<file path="config.mk">
export PLATFORM = sky130hd
export DESIGN_NAME = calculator_unit
export DESIGN_NICKNAME = d
export VERILOG_FILES = /design/src/rtl/calculator_pkg.sv /design/src/rtl/calculator_divider.sv /design/src/rtl/calculator_unit.sv
export SDC_FILE = /design/constraint.sdc
export NUM_CORES = 1
export LEC_CHECK = 0
export BUFFER_PORTS_ARGS = -buffer_cell sky130_fd_sc_hd__buf_2
export CAP_MARGIN = 40
export CORE_MARGIN = 1.5
export CORE_UTILIZATION = 35
export CTS_CLUSTER_SIZE = 14
export DETAILED_ROUTE_END_ITERATION = 8
export PLACE_DENSITY = 0.54
export SETUP_SLACK_MARGIN = 0.05
export SLEW_MARGIN = 20
export SYNTH_ARGS = -nofsm -noshare
export SYNTH_HDL_FRONTEND = slang
export SYNTH_SLANG_ARGS = --single-unit
</file>
<file path="constraint.sdc">
create_clock -name clk -period 5.4 [get_ports clk]
set_clock_uncertainty 0.15 [all_clocks]
set_input_delay 0.54 -clock clk [delete_from_list [all_inputs] [get_ports clk]]
set_output_delay 0.54 -clock clk [all_outputs]
set_load 0.05 [all_outputs]
</file>
<file path="src/rtl/calculator_pkg.sv">
// Shared constants, opcodes and state type for the 4-bit calculator unit.
package calculator_pkg;

  localparam int OPERAND_W = 4;
  localparam int RESULT_W  = 8;

  localparam logic [1:0] OP_ADD = 2'b00;
  localparam logic [1:0] OP_SUB = 2'b01;
  localparam logic [1:0] OP_MUL = 2'b10;
  localparam logic [1:0] OP_DIV = 2'b11;

  typedef enum logic {
    IDLE = 1'b0,
    DIV  = 1'b1
  } calc_state_e;

  // Single-cycle operations; operands are zero-extended so subtract wraps to two's complement.
  function automatic logic [RESULT_W-1:0] alu_result(
    input logic [1:0]           op,
    input logic [OPERAND_W-1:0] a,
    input logic [OPERAND_W-1:0] b
  );
    logic [RESULT_W-1:0] a_ext;
    logic [RESULT_W-1:0] b_ext;
    logic [RESULT_W-1:0] res;
    a_ext = {{(RESULT_W-OPERAND_W){1'b0}}, a};
    b_ext = {{(RESULT_W-OPERAND_W){1'b0}}, b};
    case (op)
      OP_ADD:  res = a_ext + b_ext;
      OP_SUB:  res = a_ext - b_ext;
      OP_MUL:  res = a_ext * b_ext;
      default: res = '0;
    endcase
    return res;
  endfunction

endpackage

</file>
<file path="src/rtl/calculator_divider.sv">
// Restoring divider: one quotient bit per cycle, MSB first, four steps per divide.
module calculator_divider
  import calculator_pkg::*;
(
  input  logic                 clk,
  input  logic                 rst,
  input  logic                 load,
  input  logic [OPERAND_W-1:0] dividend,
  input  logic [OPERAND_W-1:0] divisor,
  output logic [OPERAND_W-1:0] quotient,
  output logic                 finished
);

  logic [OPERAND_W-1:0] dq_q;
  logic [OPERAND_W-1:0] rem_q;
  logic [OPERAND_W-1:0] rem_d;
  logic [OPERAND_W-1:0] dvs_q;
  logic [1:0]           cnt_q;
  logic [1:0]           cnt_d;
  logic                 run_q;
  logic                 run_d;
  logic [OPERAND_W:0]   shifted;
  logic [OPERAND_W:0]   trial;

  // Borrow out of the trial subtraction (trial MSB) means restore: keep the shifted remainder.
  always_comb begin
    shifted  = {rem_q, dq_q[OPERAND_W-1]};
    trial    = shifted - {1'b0, dvs_q};
    rem_d    = trial[OPERAND_W] ? shifted[OPERAND_W-1:0] : trial[OPERAND_W-1:0];
    quotient = {dq_q[OPERAND_W-2:0], ~trial[OPERAND_W]};
    finished = run_q && (cnt_q == 2'd3);
  end

  always_comb begin
    run_d = run_q;
    cnt_d = cnt_q;
    if (load) begin
      run_d = 1'b1;
      cnt_d = 2'd0;
    end else if (run_q) begin
      cnt_d = cnt_q + 2'd1;
      if (cnt_q == 2'd3) run_d = 1'b0;
    end
  end

  always_ff @(posedge clk) begin
    if (rst) begin
      run_q <= 1'b0;
      cnt_q <= 2'd0;
    end else begin
      run_q <= run_d;
      cnt_q <= cnt_d;
    end
  end

  always_ff @(posedge clk) begin
    if (load) begin
      dq_q  <= dividend;
      rem_q <= '0;
      dvs_q <= divisor;
    end else if (run_q) begin
      dq_q  <= quotient;
      rem_q <= rem_d;
    end
  end

endmodule

</file>
<file path="src/rtl/calculator_unit.sv">
// 4-bit add/sub/mul/div unit: single-cycle ALU ops, iterative divide, divide-by-zero flag.
module calculator_unit
  import calculator_pkg::*;
(
  input  logic                 clk,
  input  logic                 rst,
  input  logic                 start,
  input  logic [OPERAND_W-1:0] a,
  input  logic [OPERAND_W-1:0] b,
  input  logic [1:0]           op,
  output logic [RESULT_W-1:0]  result,
  output logic                 error,
  output logic                 busy,
  output logic                 done
);

  calc_state_e          state_q;
  calc_state_e          state_d;
  logic [RESULT_W-1:0]  result_q;
  logic [RESULT_W-1:0]  result_d;
  logic                 error_q;
  logic                 error_d;
  logic                 done_q;
  logic                 done_d;
  logic                 div_load;
  logic [OPERAND_W-1:0] div_quot;
  logic                 div_finished;

  calculator_divider u_divider (
    .clk      (clk),
    .rst      (rst),
    .load     (div_load),
    .dividend (a),
    .divisor  (b),
    .quotient (div_quot),
    .finished (div_finished)
  );

  // Divide by zero completes immediately like an ALU op, flagged instead of iterated.
  always_comb begin
    state_d  = state_q;
    result_d = result_q;
    error_d  = error_q;
    done_d   = 1'b0;
    div_load = 1'b0;
    case (state_q)
      IDLE: begin
        if (start) begin
          if ((op == OP_DIV) && (b != '0)) begin
            div_load = 1'b1;
            state_d  = DIV;
          end else begin
            result_d = alu_result(op, a, b);
            error_d  = (op == OP_DIV);
            done_d   = 1'b1;
          end
        end
      end
      DIV: begin
        if (div_finished) begin
          result_d = {{(RESULT_W-OPERAND_W){1'b0}}, div_quot};
          error_d  = 1'b0;
          done_d   = 1'b1;
          state_d  = IDLE;
        end
      end
      default: state_d = IDLE;
    endcase
  end

  always_ff @(posedge clk) begin
    if (rst) begin
      state_q  <= IDLE;
      result_q <= '0;
      error_q  <= 1'b0;
      done_q   <= 1'b0;
    end else begin
      state_q  <= state_d;
      result_q <= result_d;
      error_q  <= error_d;
      done_q   <= done_d;
    end
  end

  assign result = result_q;
  assign error  = error_q;
  assign done   = done_q;
  assign busy   = (state_q == DIV);

endmodule

</file>
* Yosys cells after proc, flatten, opt, wreduce, memory -nomap -nowiden
Index checks and enable logic that the tools add are counted. Widths: inputs -> output; s select.
Storage, ports and cells: flip-flop bits (word level) 26, bits of input ports 13, word-level logic and storage cells 54
Operators by class: $add $sub $neg 4, multiply operators 1, equal/unequal tests 7, multiplexer cells 24, bitwise operators 2, reductions and logical operators 7
Operators with widths (count):
- $mux 8 | 3
- $pmux 8 s3 | 1
- $pmux 8 s2 | 1
- $mux 1 | 13
- $mux 4 | 3
- $mul 4x4->8 | 1
- $eq 2x2->1 const B | 3
- $pmux 1 s2 | 3
- $add 4x4->5 | 1
- $sub 4x4->5 | 1
- $sub 5x4->5 | 1
- $ne 2x2->1 const B | 2
- $reduce_bool 4->1 | 1
- $reduce_and 3->1 | 1
- $add 2x1->2 const B | 1
- $eq 2x1->1 const B | 1
- $logic_and 1x1->1 | 2
- $logic_not 2->1 | 1
- $ne 2x1->1 const B | 1
- $not 1->1 | 2
- $reduce_bool 2->1 | 1
- $reduce_or 2->1 | 1

* Logic depth before layout (Yosys ltp)
Gate-level depths: netlist (run 1).
depth in word-level cells 6, mapped depth 12, depth with buffers taken out 12

* By module
Synthesis (run 1) repeated with hierarchy kept, for this count alone.
Unflattened totals: cell total of the unflattened synthesis 233, area, all modules 2130.8 um2
By module, submodules not included:
- calculator_unit | instances 1, cells each 156, area each 1308.8 um2, seq. area each 220.2 um2
- calculator_divider | instances 1, cells each 77, area each 822.0 um2, seq. area each 380.4 um2

* Worst setup path after synthesis (run 1)
Ideal clock, no wire load.
path kind input to register, from input port a[0], to register result_q[6], in the netlist result[6], library setup time 122 ps, data arrival time 2857 ps, data required time 5128 ps, path slack 2271 ps, cell stages on the path 11, path buffers 0, cells stage by stage nand2_1 fa_1 inv_1 fa_1 inv_1 fa_1 inv_1 a21o_1 a21oi_1 xnor2_1 a221o_1
Between the ends: longest elaborated chain between the ends 5, elaborated cells on any way between the ends 6, those cells by class 1 x add/sub; 1 x mul; 4 x mux
RTL lines:
- start, declared | line calculator_unit.sv:8 | input logic [OPERAND_W-1:0] a,
- $mul 4x4->8 / $sub 4x4->5 (equally long branches) | line calculator_pkg.sv:31, calculator_pkg.sv:30
- $pmux 8 s3 * | line calculator_pkg.sv:28 | case (op)
- $mux 8 * | line calculator_unit.sv:49 | if ((op == OP_DIV) && (b != '0)) begin
- $mux 8 * | line calculator_unit.sv:48 | if (start) begin
- $pmux 8 s2 * | line calculator_unit.sv:46 | case (state_q)
- end signal, assigned | line calculator_unit.sv:79 | result_q <= result_d;
- end, declared | line calculator_unit.sv:19 | logic [RESULT_W-1:0] result_q;
Mark *: on every way between the ends. The rest lies on a longest branch, timed or not. The select of a mux whose other input is x is not followed. A chain may end at the register's enable or synchronous reset.

* Worst setup path in the final report (run 1)
from input port b[3], to register result_q[7], in the netlist result[7]
Between the ends: longest elaborated chain between the ends 5, elaborated cells on any way between the ends 10, those cells by class 1 x add/sub; 1 x mul; 1 x eq/ne; 4 x mux; 3 x reduce/logical
RTL lines:
- start, declared | line calculator_unit.sv:9 | input logic [OPERAND_W-1:0] b,
- $mul 4x4->8 / $sub 4x4->5 (equally long branches) | line calculator_pkg.sv:31, calculator_pkg.sv:30
- $pmux 8 s3 | line calculator_pkg.sv:28
- $mux 8 | line calculator_unit.sv:49
- $mux 8 | line calculator_unit.sv:48
- $pmux 8 s2 | line calculator_unit.sv:46
Parallel ways exist; a longest one is shown, timed or not. The select of a mux whose other input is x is not followed.

==> out/qor.txt, run 1 <==
Outcome: finished, final reports clean
Hold Startpoint: result[4]$_SDFFE_PP0P_
Final Max Slew Viols: 0
Initial core utilization: 36.9%
Worst VDD drop: 110 uV
Num Clock Sinks: 26
GR Util All Layers: 15.2%
Slowest CP cell: fa_1
Placed cells: 304
Clock Tree Buf Depth: 2
Routed WL per cell: 14.0 um
Max Cap Viol: 0
Fmax: 317 MHz
PD cells: 284 nW/um2
Clk slew on worst S/H paths: 90 ps
Area leader, netlist: dfxtp_1
Slowest stage delay, CP: 540 ps
Final Hold Fails: 0
Syn Area/Cell: 9.57 um2
DR vias: 1562
Sequential area share after synthesis: 29.2%
Number of CTS-inserted buffers: 3
Area delta synth->final: 12.3%
Cell variety after synth: 47
Ant. Diodes: 0
CP required: 5420 ps
Crit path cell chain: buf_2 -> nand2_1 -> fa_1 -> inv_1 -> fa_1 -> ha_1 -> a211oi_1 -> o21bai_1 -> a21oi_1 -> xnor2_1 -> a221o_1
Hold-fix buffers at CTS: 0
Global-route wire length before repair: 7360 um
Pre-Repair DR Iteration Count: 5
Vias in the first global route: 1489
Unrepaired setup endpoints after global routing: no
R2R Path Start: u_divider.dvs_q[0]$_DFFE_PP_
Post-Synthesis Cells: 215
Setup bufs post-CTS: 0
CTS tree: done
GP Congestion: 0.812
Ys Warns: 0
Routed WL: 4340 um
Pleak: 1.05 nW
Final Cycle Share: 58.4%
Worst Path Arrival: 3170 ps
Root buf cell: clkbuf_8
Mapped Area: 2060 um2
Post-route insts no fill: 309
PortBufs: 23
Dpl hpwl: 3460 um
Min-Delay Path Class: register to register
Final net count: 283
Fin Hold WS: 304 ps
Post-route DRC: 0
Top-count cell post-synth: ha_1
Area share of the largest cell type after synthesis: 17.5%
Pwr Total: 0.656 mW
Layout cells sized above 1: 19.4%
Syn_nets: 260
Core outline area: 5570 um2
Initial antenna violation count: 0
Number of synthesized flops with an enable pin: 8
Die Width: 79.7 um
Commonest cells in the netlist: ha_1 (25), inv_1 (21), nor2_1 (21)
Largest cells by area after synthesis: dfxtp_1 (18%), ha_1 (15%), edfxtp_1 (12%)
Skew-Pair Late Insertion Delay: 270 ps
Yosys reg bits: 26
Startpoint types: input port
Die area: 6350 um2
DRT iter0 DRCs: 52
Top FF cell, synth: dfxtp_1
Max_slew headroom: 58.9%
Cts repair resizes: 0
# H-tree levels: 1
Setup_tns: 0 ps
Vias per inst: 5.06
Grt total ovfl: 0
Crit Path Max Fanout: 7
CP most frequent cell: fa_1
Top Ports: 24
Largest net degree at the start of global routing: 22
Crit. Startpoint: b[3]
Chip height: 79.7 um
Crit path capture type: register
Setup violations, final: 0
Post-route ant nets: 0
Ys async rst share: 0%
Minimum clock period: 3150 ps
Worst-Margin Slew: 610 ps
# rows: 27
WS Path Type: input port to register
-- where the power goes --
group / internal [mW] / total, mW / switching [mW]
logic: 0.113 / 0.262 / 0.149
registers: 0.227 / 0.248 / 0.0212
clock network: 0.0807 / 0.146 / 0.0652
-- registers in the layout (all words and copies together), names as in the netlist --
signal and count:
u_divider.dvs_q 4, result 8, error 1, u_divider.run_q 1, u_divider.rem_q 4, done 1, busy 1, u_divider.cnt_q 2
u_divider.dq_q 4
-- cell families (layout without fill, tap and decap cells) --
| logic type | after synthesis | in the layout | share of synthesized area, % |
|---|---|---|---|
| adder cells (fa/ha/maj) | 32 | 32 | 22.0 |
| AND/OR/NAND/NOR | 67 | 67 | 18.4 |
| multiplexers | 10 | 10 | 5.23 |
| buffers and inverters | 27 | 49 | 5.29 |
| AO/OA/AOI/OAI | 43 | 43 | 15.3 |
| flip-flops | 26 | 26 | 29.2 |
| XOR/XNOR | 10 | 10 | 4.62 |
-- layer usage --
metal / global-route usage (%) / vias to the layer above / share of wire (%)
met5: 0 / - / 0
met4: 5.96 / 0 / 2.0
met3: 1.83 / 7 / 2.2
met2: 24.6 / 27 / 48
met1: 20.7 / 733 / 48
li1: - / 795 / -
-- cell type report --
| type | instances | area [um2] |
|---|---|---|
| Fill cell | 577 | 3260 |
| Multi-Input combinational cell | 162 | 1350 |
| Sequential cell | 26 | 601 |
| Timing Repair Buffer | 24 | 126 |
| Tap cell | 72 | 90.1 |
| Inverter | 21 | 78.8 |
| Clock buffer | 4 | 66.3 |
-- critical path: cells and delay by family --
kind	cells	cell delay [ps]
AND/OR/NAND/NOR	1	100
AO/OA/AOI/OAI	4	870
adder cells (fa/ha/maj)	3	1350
buffers and inverters	2	220
XOR/XNOR	1	80
-- path summary, 6_finish.rpt --
kind / slack [ps] / to / cells after the start
max: 2250 / result[7]$_SDFFE_PP0P_ / 11
min: 300 / result[4]$_SDFFE_PP0P_ / 2
max reg2reg: 2760 / u_divider.rem_q[1]$_SDFFE_PP0P_ / 7
min reg2reg: 300 / result[4]$_SDFFE_PP0P_ / 2
-- cells in the final DEF (no fill, tap or decap), drive strengths merged, types with 4 or more instances in the layout --
| cell | count |
|---|---|
| dfxtp | 18 |
| nand2b | 4 |
| inv | 21 |
| nor2 | 22 |
| edfxtp | 8 |
| mux2 | 6 |
| o21ai | 8 |
| and2 | 8 |
| a211oi | 7 |
| a21oi | 10 |
| fa | 7 |
| xnor2 | 6 |
| buf | 24 |
| xor2 | 4 |
| nand2 | 12 |
| ha | 25 |
| clkbuf | 4 |
| nor3 | 6 |
| mux2i | 4 |
-- through the flow --
| stage | utilization [%] | setup WS, ps | area (um2) |
|---|---|---|---|
| after floorplan | - | 2270 | 2060 |
| after global placement | 40.1 | 2000 | 2230 |
| after detailed placement | 40.1 | 1930 | 2230 |
| after CTS | 41.3 | 2240 | 2300 |
| after global routing | 41.5 | 2060 | 2310 |
| final | 41.5 | 2250 | 2310 |
Note: power is estimated with default switching activity, not from simulation.
==> run 2: changes to the inputs <==
--- a/config.mk
+++ b/config.mk
@@ -5,6 +5,7 @@
 export SDC_FILE = /design/constraint.sdc
 export NUM_CORES = 1
 export LEC_CHECK = 0
+export ABC_AREA = 1
 export BUFFER_PORTS_ARGS = -buffer_cell sky130_fd_sc_hd__buf_2
 export CAP_MARGIN = 40
 export CORE_MARGIN = 1.5
==> constraint.sdc (replaced) <==
create_clock -name clk -period 3.11 [get_ports clk]
set_clock_uncertainty 0.15 [all_clocks]
set_input_delay 0.311 -clock clk [delete_from_list [all_inputs] [get_ports clk]]
set_output_delay 0.311 -clock clk [all_outputs]
set_load 0.05 [all_outputs]
==> out/qor.txt, run 2 <==
Outcome: finished, final reports clean
Final net count: 350
Die area: 6340 um2
Final Hold Fails: 0
Clock Tree Buf Depth: 2
Routed WL: 4420 um
Syn Area/Cell: 7.39 um2
Crit Path Max Fanout: 6
WS Path Type: input port to register
Die Width: 79.6 um
Min-Delay Path Class: input port to register
Layout Utilization: 41.8%
Most common cell after layout, fill and taps aside: nand2_1
Vias in the first global route: 1621
Skew-Pair Late Insertion Delay: 270 ps
Clk slew on worst S/H paths: 90 ps
Final Cycle Share: 87.6%
Root buf cell: clkbuf_8
Routed WL per cell: 11.8 um
Global-route wire length before repair: 7670 um
Post-Synthesis Cells: 278
Minimum clock period: 2720 ps
Cts repair resizes: 0
CP required: 3170 ps
CP most frequent cell: fa_1
PD cells: 481 nW/um2
Top Ports: 24
Area share of the largest cell type after synthesis: 17.5%
Top Family by Delay on Critical Path: adder cells
Grt total ovfl: 0
Final Max Slew Viols: 0
Placed cells: 372
Worst R2R Path Depth: 10
Crit path cell chain: buf_2 -> nand2_1 -> fa_1 -> inv_1 -> fa_1 -> inv_1 -> fa_1 -> or2_2 -> nand3_1 -> nand2_1 -> a21oi_1
Fmax: 367 MHz
Post-route insts no fill: 376
Combinational power share: 39.7%
# rows: 27
Post-route DRC: 0
Top FF cell, synth: dfxtp_1
Area leader, netlist: dfxtp_1
Pre-Repair DR Iteration Count: 4
Crit path buffers/inverters: 3
Unrepaired setup endpoints after global routing: no
Sequential area share after synthesis: 29.2%
Max_slew headroom: 71.6%
Number of synthesized flops with an enable pin: 8
Switching Share: 37.9%
Max reg flops: 8
Setup_tns: 0 ps
Switch Pwr: 0.425 mW
DR vias: 1764
Crit path capture type: register
CTS tree: done
# H-tree levels: 1
Largest cells by area after synthesis: dfxtp_1 (18%), ha_1 (15%), nand2_1 (15%)
Ys async rst share: 0%
FF-to-FF setup slack: 1100 ps
Max Cap Viol: 0
DRT iter0 DRCs: 50
Worst VDD drop: 201 uV
Vias per inst: 4.69
Syn_nets: 323
Commonest cells in the netlist: nand2_1 (83), inv_1 (43), ha_1 (25)
Pleak: 1.24 nW
Cell variety after synth: 32
Most frequent cells in the layout: nand2_1 (83), inv_1 (43), ha_1 (25)
PortBufs: 23
Core outline area: 5570 um2
Setup violations, final: 0
Area delta synth->final: 13.3%
CP Depth: 11
Top-count cell post-synth: nand2_1
GR Util All Layers: 15.4%
Initial core utilization: 36.9%
Chip height: 79.6 um
WHS Path Cells: 1
Ant. Diodes: 0
Slowest stage delay, CP: 570 ps
Pint: 0.696 mW
Post-route ant nets: 0
Number of CTS-inserted buffers: 3
Mapped Area: 2060 um2
Fill count: 602
Worst Path Arrival: 2780 ps
Num Clock Sinks: 26
Hold-fix buffers at CTS: 0
GP Congestion: 0.866
Setup bufs post-CTS: 0
Startpoint types: input port
Initial antenna violation count: 0
Ys Warns: 0
Slowest CP cell: fa_1
Layout cells sized above 1: 14.5%
Power share of the sequential group: 37.7%
Largest net degree at the start of global routing: 16
Worst-Margin Slew: 423 ps
Dpl hpwl: 3670 um
Yosys reg bits: 26
Clk pwr share: 22.6%
## run 2: changes by cell type in the layout (fill, tap and decap cells not counted), moves of 6 or more
cell      delta
nand2_1     +72
inv_1       +22
nand3_1     +21
nor2_1      -15
a21oi_1     +13
a211oi_1     -6
and2_1       -6
mux2_2       -6
## run 2: through the flow
step	setup WS [ps]	power, mW	hold WS, ps	cell area [um2]
floorplan	390	0.770	260	2060
global placement	111	0.879	299	2260
detailed placement	95.4	0.881	305	2260
CTS	368	1.13	132	2330
global route	113	1.21	138	2330
finish	385	1.12	137	2330
## run 2: metal layers
layer | share of wire [%] | routed length [um] | GRT usage (%)
met1 | 48 | 2100 | 20.9
met4 | 0.72 | 32 | 2.63
met2 | 48 | 2140 | 26.1
met3 | 3.1 | 139 | 2.29
met5 | 0 | 0 | 0
## run 2: final timing paths
kind	start	end
min	b[3]	u_divider.dvs_q[3]$_DFFE_PP_
min reg2reg	error$_SDFFE_PP0P_	error$_SDFFE_PP0P_
max reg2reg	u_divider.dvs_q[0]$_DFFE_PP_	u_divider.rem_q[0]$_SDFFE_PP0P_
max	a[0]	result[3]$_SDFFE_PP0P_
## run 2: power by group through the flow
stage	combinational, mW	sequential, mW	clock, mW
floorplan	0.315	0.455	0
CTS	0.452	0.423	0.258
global route	0.516	0.428	0.267
global placement	0.448	0.431	0
detailed placement	0.451	0.430	0
finish	0.445	0.422	0.253
## run 2: cell families (layout without fill, tap and decap cells)
family          Yosys count  after routing  synth area share [%]
compound gates           42             42                  11.3
xor+xnor                  3              3                  1.28
fa+ha+maj                32             32                  22.0
buf+inv                  50             76                  9.37
flops                    26             26                  29.2
mux                       1              1                 0.487
simple gates            124            124                  26.3
## run 2: area by class of cell
cell class / instances / area [um2] / share of cell area [%]
clock buffer: 4 / 66.3 / 2.85
tap: 72 / 90.1 / 3.87
multi-input combinational: 202 / 1260 / 54.2
sequential: 26 / 601 / 25.8
inverter: 47 / 180 / 7.73
timing repair buffer: 25 / 130 / 5.59
## run 2: worst register-to-register path, cell delays in order (launching register included)
cell and delay (ps):
edfxtp_1 370, ha_1 230, fa_1 420, o21bai_2 180, nand2_1 60, nand2_1 70, nand2_1 60, nand2_2 130
nand2_1 70, nand3_1 60, o21ai_0 80
